[config.mk]
export PLATFORM = sky130hd
export DESIGN_NAME = multicycle_muldiv
export DESIGN_NICKNAME = d
export VERILOG_FILES = /design/src/rtl/multicycle_muldiv.sv
export SDC_FILE = /design/constraint.sdc
export NUM_CORES = 1
export LEC_CHECK = 0
export CORE_MARGIN = 2
export CORE_UTILIZATION = 45
export DETAILED_ROUTE_END_ITERATION = 8
export GPL_TIMING_DRIVEN = 1
export PLACE_DENSITY = 0.65
export SLEW_MARGIN = 40
export SYNTH_ARGS = -nofsm -noshare
export SYNTH_HDL_FRONTEND = slang
export SYNTH_SLANG_ARGS = --single-unit
[constraint.sdc]
create_clock -name clk -period 3.7 [get_ports clk]
set_input_delay 0.37 -clock clk [delete_from_list [all_inputs] [get_ports clk]]
set_output_delay 0.37 -clock clk [all_outputs]
set_load 0.01 [all_outputs]
[src/rtl/multicycle_muldiv.sv]
// Iterative multiply/divide unit that owns HI/LO. It retires one product bit or one
// quotient bit per cycle, using a start/busy/done handshake and an MTHI/MTLO write port.
module multicycle_muldiv #(
  parameter int WIDTH = 32
) (
  input  logic             clk,
  input  logic             reset,
  input  logic             start,
  input  logic [1:0]       op,
  input  logic [WIDTH-1:0] a,
  input  logic [WIDTH-1:0] b,
  input  logic             hi_we,
  input  logic             lo_we,
  input  logic [WIDTH-1:0] wdata,
  output logic             busy,
  output logic             done,
  output logic             div_by_zero,
  output logic [WIDTH-1:0] hi,
  output logic [WIDTH-1:0] lo
);

  // state  | meaning
  // IDLE   | waiting for start; MTHI/MTLO writes accepted
  // CALC   | WIDTH shift-add / shift-subtract iterations
  // FIX    | sign correction and HI/LO write-back
  localparam logic [1:0] S_IDLE = 2'd0;
  localparam logic [1:0] S_CALC = 2'd1;
  localparam logic [1:0] S_FIX  = 2'd2;

  localparam int CW = $clog2(WIDTH);
  localparam logic [CW-1:0]      CNT_LAST = CW'(WIDTH - 1);
  localparam logic [CW-1:0]      CNT_ONE  = {{(CW-1){1'b0}}, 1'b1};
  localparam logic [WIDTH-1:0]   ONE      = {{(WIDTH-1){1'b0}}, 1'b1};
  localparam logic [2*WIDTH-1:0] ONE2     = {{(2*WIDTH-1){1'b0}}, 1'b1};

  logic [1:0]         state_q, state_d;
  logic [CW-1:0]      cnt_q, cnt_d;
  logic               is_div_q, is_div_d;
  logic               neg_res_q, neg_res_d;
  logic               neg_a_q, neg_a_d;
  logic               b_zero_q, b_zero_d;
  logic [WIDTH-1:0]   orig_a_q, orig_a_d;
  logic [WIDTH-1:0]   mag_a_q, mag_a_d;
  logic [WIDTH-1:0]   mag_b_q, mag_b_d;
  logic [2*WIDTH-1:0] acc_q, acc_d;
  logic [WIDTH-1:0]   hi_q, hi_d;
  logic [WIDTH-1:0]   lo_q, lo_d;
  logic               done_q, done_d;
  logic               dbz_q, dbz_d;

  logic [WIDTH:0]     add_sum;
  logic [WIDTH:0]     trial;
  logic               a_neg, b_neg;
  logic [WIDTH-1:0]   quot, rem;
  logic [2*WIDTH-1:0] prod;

  always_comb begin
    state_d   = state_q;
    cnt_d     = cnt_q;
    is_div_d  = is_div_q;
    neg_res_d = neg_res_q;
    neg_a_d   = neg_a_q;
    b_zero_d  = b_zero_q;
    orig_a_d  = orig_a_q;
    mag_a_d   = mag_a_q;
    mag_b_d   = mag_b_q;
    acc_d     = acc_q;
    hi_d      = hi_q;
    lo_d      = lo_q;
    done_d    = 1'b0;
    dbz_d     = 1'b0;

    a_neg   = ~op[0] & a[WIDTH-1];
    b_neg   = ~op[0] & b[WIDTH-1];
    // Multiply: acc = {partial sum, remaining multiplier bits}.
    // Divide: acc = {partial remainder, dividend/quotient bits}.
    add_sum = {1'b0, acc_q[2*WIDTH-1:WIDTH]} + {1'b0, (acc_q[0] ? mag_a_q : '0)};
    trial   = {acc_q[2*WIDTH-1:WIDTH], acc_q[WIDTH-1]} - {1'b0, mag_b_q};
    quot    = neg_res_q ? (~acc_q[WIDTH-1:0] + ONE) : acc_q[WIDTH-1:0];
    rem     = neg_a_q ? (~acc_q[2*WIDTH-1:WIDTH] + ONE) : acc_q[2*WIDTH-1:WIDTH];
    prod    = neg_res_q ? (~acc_q + ONE2) : acc_q;

    case (state_q)
      S_IDLE: begin
        if (hi_we) hi_d = wdata;
        if (lo_we) lo_d = wdata;
        if (start) begin
          is_div_d  = op[1];
          neg_res_d = a_neg ^ b_neg;
          neg_a_d   = a_neg;
          b_zero_d  = (b == '0);
          orig_a_d  = a;
          mag_a_d   = a_neg ? (~a + ONE) : a;
          mag_b_d   = b_neg ? (~b + ONE) : b;
          acc_d     = op[1] ? {{WIDTH{1'b0}}, mag_a_d} : {{WIDTH{1'b0}}, mag_b_d};
          cnt_d     = '0;
          state_d   = S_CALC;
        end
      end
      S_CALC: begin
        if (is_div_q) begin
          if (!trial[WIDTH]) acc_d = {trial[WIDTH-1:0], acc_q[WIDTH-2:0], 1'b1};
          else               acc_d = {acc_q[2*WIDTH-2:0], 1'b0};
        end else begin
          acc_d = {add_sum, acc_q[WIDTH-1:1]};
        end
        cnt_d = cnt_q + CNT_ONE;
        if (cnt_q == CNT_LAST) state_d = S_FIX;
      end
      S_FIX: begin
        state_d = S_IDLE;
        done_d  = 1'b1;
        if (is_div_q) begin
          if (b_zero_q) begin
            lo_d  = '1;
            hi_d  = orig_a_q;
            dbz_d = 1'b1;
          end else begin
            lo_d = quot;
            hi_d = rem;
          end
        end else begin
          {hi_d, lo_d} = prod;
        end
      end
      default: state_d = S_IDLE;
    endcase
  end

  always_ff @(posedge clk or negedge reset) begin
    if (!reset) begin
      state_q   <= S_IDLE;
      cnt_q     <= '0;
      is_div_q  <= 1'b0;
      neg_res_q <= 1'b0;
      neg_a_q   <= 1'b0;
      b_zero_q  <= 1'b0;
      orig_a_q  <= '0;
      mag_a_q   <= '0;
      mag_b_q   <= '0;
      acc_q     <= '0;
      hi_q      <= '0;
      lo_q      <= '0;
      done_q    <= 1'b0;
      dbz_q     <= 1'b0;
    end else begin
      state_q   <= state_d;
      cnt_q     <= cnt_d;
      is_div_q  <= is_div_d;
      neg_res_q <= neg_res_d;
      neg_a_q   <= neg_a_d;
      b_zero_q  <= b_zero_d;
      orig_a_q  <= orig_a_d;
      mag_a_q   <= mag_a_d;
      mag_b_q   <= mag_b_d;
      acc_q     <= acc_d;
      hi_q      <= hi_d;
      lo_q      <= lo_d;
      done_q    <= done_d;
      dbz_q     <= dbz_d;
    end
  end

  assign busy        = (state_q != S_IDLE);
  assign done        = done_q;
  assign div_by_zero = dbz_q;
  assign hi          = hi_q;
  assign lo          = lo_q;

endmodule

# --- Word level (Yosys, flattened, before mapping) ---
# Cells that the tools add are included.
word_totals:
  regBits: 237
  in_bits: 103
  output_inout_bits: 67
  word_cells: 76
op_classes:
  addsub: 8
  eq_ne: 7
  muxes: 28
  bitwise_logic: 9
  reduce_logical: 10
op_table:
  columns: ["cell", "count"]
  rows:
  - ["two-way mux 32 bit", 12]
  - ["two-way mux 64 bit", 4]
  - ["adder 32 x 1 -> 32 bit, second input constant", 4]
  - ["inverter 32 bit", 4]
  - ["one-hot mux 32 bit (2 select lines)", 2]
  - ["one-hot mux 64 bit (2 select lines)", 1]
  - ["adder 64 x 1 -> 64 bit, second input constant", 1]
  - ["inverter 64 bit", 1]
  - ["adder 32 x 32 -> 33 bit", 1]
  - ["subtractor 33 x 32 -> 33 bit", 1]
  - ["logical NOT 32 bit", 1]
  - ["one-hot mux 5 bit (2 select lines)", 1]
  - ["AND reduction 2 bit", 5]
  - ["!= test 2 bit, second input constant", 4]
  - ["nonzero test 2 bit", 3]
  - ["adder 5 x 1 -> 5 bit, second input constant", 1]
  - ["equality test 5 bit, second input constant", 1]
  - ["two-way mux 5 bit", 1]
  - ["two-way mux 1 bit", 4]
  - ["two-way mux 2 bit", 2]
  - ["one-hot mux 2 bit (2 select lines)", 1]
  - ["AND 1 bit", 2]
  - ["equality test 2 x 1 -> 1 bit, second input constant", 1]
  - ["equality test 2 bit, second input constant", 1]
  - ["other kinds (3)", 3]

# --- Logic depth before layout (Yosys ltp) ---
logic_depth:
  word_depth: 6
  depth_mapped: 16
  depth_no_buf: 14

# --- Worst setup path before layout ---
# OpenSTA, ideal clock, no wires.
synth_path:
  path_type: "reg2reg"
  from: "reg acc_q[0]"
  to: "reg acc_q[63]"
  setup_ns: 0.082
  arrival_ns: 3.298
  t_required_ns: 3.618
  setup_slack_ns: 0.320
  path_stages_with_launch: 17
  path_buffers: 2
  period_less_slack_ns: 3.380
  cell_sequence: "dfrtp_1 > buf_6 > clkbuf_1 > and2_1 > ha_1 > inv_1 > fa_1 > nor2b_1 > o31ai_1 > a21oi_1 > a21oi_1 > or3_1 > a31oi_1 > a311o_1 > nand4_1 > a32o_1 > a31oi_1"
synth_via:
  elab_chain_len: 4
synth_rtl:
  columns: ["item", "line", "text"]
  rows:
  - ["start, declared", "45", "logic [2*WIDTH-1:0] acc_q, acc_d;"]
  - ["start signal, assigned", "141", "acc_q <= '0;"]
  - ["start signal, assigned", "156", "acc_q <= acc_d;"]
  - ["two-way mux 32 bit", "77", "add_sum = {1'b0, acc_q[2*WIDTH-1:WIDTH]} + {1'b0, (acc_q[0] ? mag_a_q : '0)};"]
  - ["adder 32 x 32 -> 33 bit", "77", null]
  - ["two-way mux 64 bit", "101", "if (is_div_q) begin"]
  - ["one-hot mux 64 bit (2 select lines)", "83", "case (state_q)"]
# No other way between the ends.
# A chain may end at the register's enable or synchronous reset.

# --- Final worst setup path ---
layout_path:
  from: "reg acc_q[26]"
  to: "reg hi_q[27], in the netlist hi[27]"
layout_via:
  elab_chain_len: 5
layout_rtl:
  columns: ["item", "line", "text"]
  rows:
  - ["inverter 64 bit", "81", "prod = neg_res_q ? (~acc_q + ONE2) : acc_q;"]
  - ["adder 64 x 1 -> 64 bit", "81", null]
  - ["two-way mux 64 bit", "81", null]
  - ["two-way mux 32 bit", "113", "if (is_div_q) begin"]
  - ["one-hot mux 32 bit (2 select lines)", "83", null]
  - ["end signal, assigned", "157", "hi_q <= hi_d;"]
  - ["end, declared", "46", "logic [WIDTH-1:0] hi_q, hi_d;"]
# No other way between the ends.

==> impl_metrics.toml <==
[sta]
tightest_slew_ps = 891
hold_viol_final = 0
setup_viol = 0
finalCriticalPeriod_ps = 3620
maxSlewHeadroom = 0.406
finalMaxSlewViolations = 0
worst_slack_ps = 77.0
fmax_mhz = 276
finalClockSkew_ps = 11.5
rsz0062_at_grt = "false"
finalCritPeriodShare = 0.979
tns_ps = 0

[die]
die_x_um = 203
dieArea_um2 = 41100
coreArea_um2 = 38800
start_util = 0.458
num_rows = 72
dieHeight_um = 203
top_level_ports = 170

[worst_setup_path]
crit_path_cell_trace = "or4_1 -> nor4b_4 -> buf_4 -> nand4_2 -> or2_1 -> or3_4 -> o21ai_2 -> o21ai_1 -> a221oi_2 -> a221o_1"
path_depth = 10
crit_path_start_kind = "flip-flop"
path_delay_family = "simple AND/OR/NAND/NOR gates"
crit_path_top_delay_cell = "or4_1"
crit_type = "flip-flop to flip-flop"
required_ps = 4210
cp_num_buf_inv = 1
critPathMaxStageDelay_ps = 680
crit_fanout = 6
cp-end-kind = "flip-flop"
cp.arrival_ps = 4130
r2r_cells = 10

[global_routing]
grt_pass1_vias = 17000
grt_use_total = 0.309
overflow = 0
grt_pass1_wl_um = 98700
grt_max_degree = 109
antenna_found_initial = 0

[detailed_routing]
routedWlPerCell_um = 22.0
firstDrtPassIters = 8
first_iter_violations = 1564
drtAntennaViolNets = 0
vias = 17600
finalWirelength_um = 64000
vias_per_cell = 6.04
route.detailed.drc = 0

[cts]
clock-sinks = 236
clkTransAtPathRegs_ps = 60
cts_inserted_buffers = 29
tritoncts = "done"
clk_latency_ps = 570
cts_root_buffer = "clkbuf_16"
cts_htree_levels = 1
ctsLongestPathBuffers = 3

[placed_design]
dp_slack_ps = -10.4
gp_congestion = 0.959
dp_hpwl_um = 48900
portBuffers = 169

[final_layout]
drive_gt1_frac = 0.0731
area_growth_pct = 19.6
fillCellCount = 3665
nets = 2550
utilization = 0.548
antenna_cells = 0

[power_and_ir_drop]
power.leakage_nw = 9.06
ir_worst_vdd_mv = 0.457
p_per_area_nw_per_um2 = 978

[synth]
syn_area_um2 = 17800
synth_cells = 2239
synth_cell_types = 81
yosysWarningCount = 0
ys_seq_area_frac = 0.332
synth_seq_cells = 236
synth-edff-count = 0
syn_nets = 2414
async_flop_share = 1.00
syn_area_per_cell_um2 = 7.94
ys.flop_type = "dfrtp_1"

[run]
timing.max_cap.violations = 0

[status]
status = "finished, final reports clean"

[hold_path]
worstHoldPathType = "primary input to asynchronous set/reset pin"
[Yosys cell counts (all sizes together) (26+ instances only)]
library cell / count / area, um2
a211oi: 42 / 315
a21o: 26 / 195
a21oi: 170 / 855
and2: 42 / 263
clkbuf: 137 / 514
dfrtp: 236 / 5910
ha: 70 / 876
inv: 69 / 259
mux2i: 58 / 581
nand2: 353 / 1330
nand3: 45 / 225
nor2: 120 / 453
nor3: 34 / 175
o211ai: 29 / 218
o21ai: 265 / 1330
o22ai: 38 / 238
o31ai: 29 / 218
or3: 31 / 204
xnor2: 109 / 955
xor2: 71 / 622
[worst reg2reg max path, cell delays in order, from the launching register on]
cell      delay (ps)
dfrtp_1          470
or4_1            680
nor4b_4          320
buf_4            200
nand4_2          200
or2_1            380
or3_4            430
o21ai_2          210
o21ai_1          110
a221oi_2         360
a221o_1          200
[sequential cells by signal, indices dropped and copies added, names as in the netlist, 2 cells and up]
signal / flops
acc_q: 64
mag_a_q: 31
state_q: 2
orig_a_q: 32
lo: 32
mag_b_q: 32
hi: 32
cnt_q: 5
[placed cells by master (no fill, tap or decap), types with 8 or more instances in the layout]
master and n:
inv_1 68, a31oi_1 16, nand2_1 352, nor4_1 15
o31ai_1 29, o22ai_1 38, and2_1 41, clkbuf_1 8
dfrtp_1 234, clkbuf_8 8, a211oi_1 42, a221oi_1 8
or4_1 11, nor2b_1 18, o21ai_1 15, xnor2_1 109
or3_1 29, a21oi_1 169, and3_1 16, ha_1 70
nand4_1 11, nand2b_1 22, o21a_1 16, o21ai_0 248
a22oi_1 23, nand3_1 45, xor2_1 71, o211ai_1 29
clkdlybuf4s50_1 167, mux2i_1 58, clkbuf_16 29, buf_4 83
nor3_1 33, nor2_1 118, a21o_1 26
[power breakdown]
part	internal [W]	total, W	switching [W]
registers	0.00384	0.00517	0.00134
clock network	0.00173	0.00294	0.00120
logic	0.00548	0.0127	0.00721
total	0.0111	0.0208	0.00975
[layer usage]
metal	vias to the layer above	wire length (um)	global-route usage
li1	8271	-	-
met1	8538	27300	0.419
met2	656	29600	0.500
met3	137	4120	0.0360
met4	0	2900	0.130
met5	-	0	0
[worst paths after layout]
path | from | to | slack [ps]
min in group clk | wdata[6] | hi[6] | 410
max in group asynchronous | reset | is_div_q | 2730
worst max-delay path | acc_q[26] | hi[27] | 80
worst min-delay path | reset | mag_b_q[9] | 260
worst min register to register | mag_a_q[3] | mag_a_q[3] | 470
worst max register to register | acc_q[26] | hi[27] | 80
[per-stage QoR]
step                total power (W)  std cells  hold WS [ps]  instance area (um2)
detailed placement           0.0177       2859           463                20300
global route                 0.0224       2913           282                21300
global placement             0.0175       2859           455                20300
CTS                          0.0207       2911           404                21200
finish                       0.0208       2913           258                21300
floorplan                    0.0134       2239          74.4                17800
[cell type report]
type,instances,area (um2),share of cell area
multi-input combinational,1780,11000,0.520
clock buffer,45,866,0.0407
clock inverter,6,88.8,0.00418
tap,518,648,0.0305
timing repair buffer,259,2440,0.115
inverter,69,259,0.0122
sequential,236,5910,0.278
[logic make-up after synthesis]
logic type	count (synthesis)	share of synthesized area
buffers and inverters	223	0.0487
adders and majority gates	72	0.0515
AOI/OAI and AO/OA	715	0.243
muxes	63	0.0358
xor gates and xnor gates	180	0.0887
DFF	236	0.332
and+or+nand+nor	750	0.201
[repair_timing]
item                                    4_1_cts  5_1_grt
hold endpoints to repair                     95        0
setup buffers                                 0        1
endpoints found under the setup margin        0        1
gates resized for setup                       0        1
hold buffers                                  1        0
(Power assumes the default switching activity.)
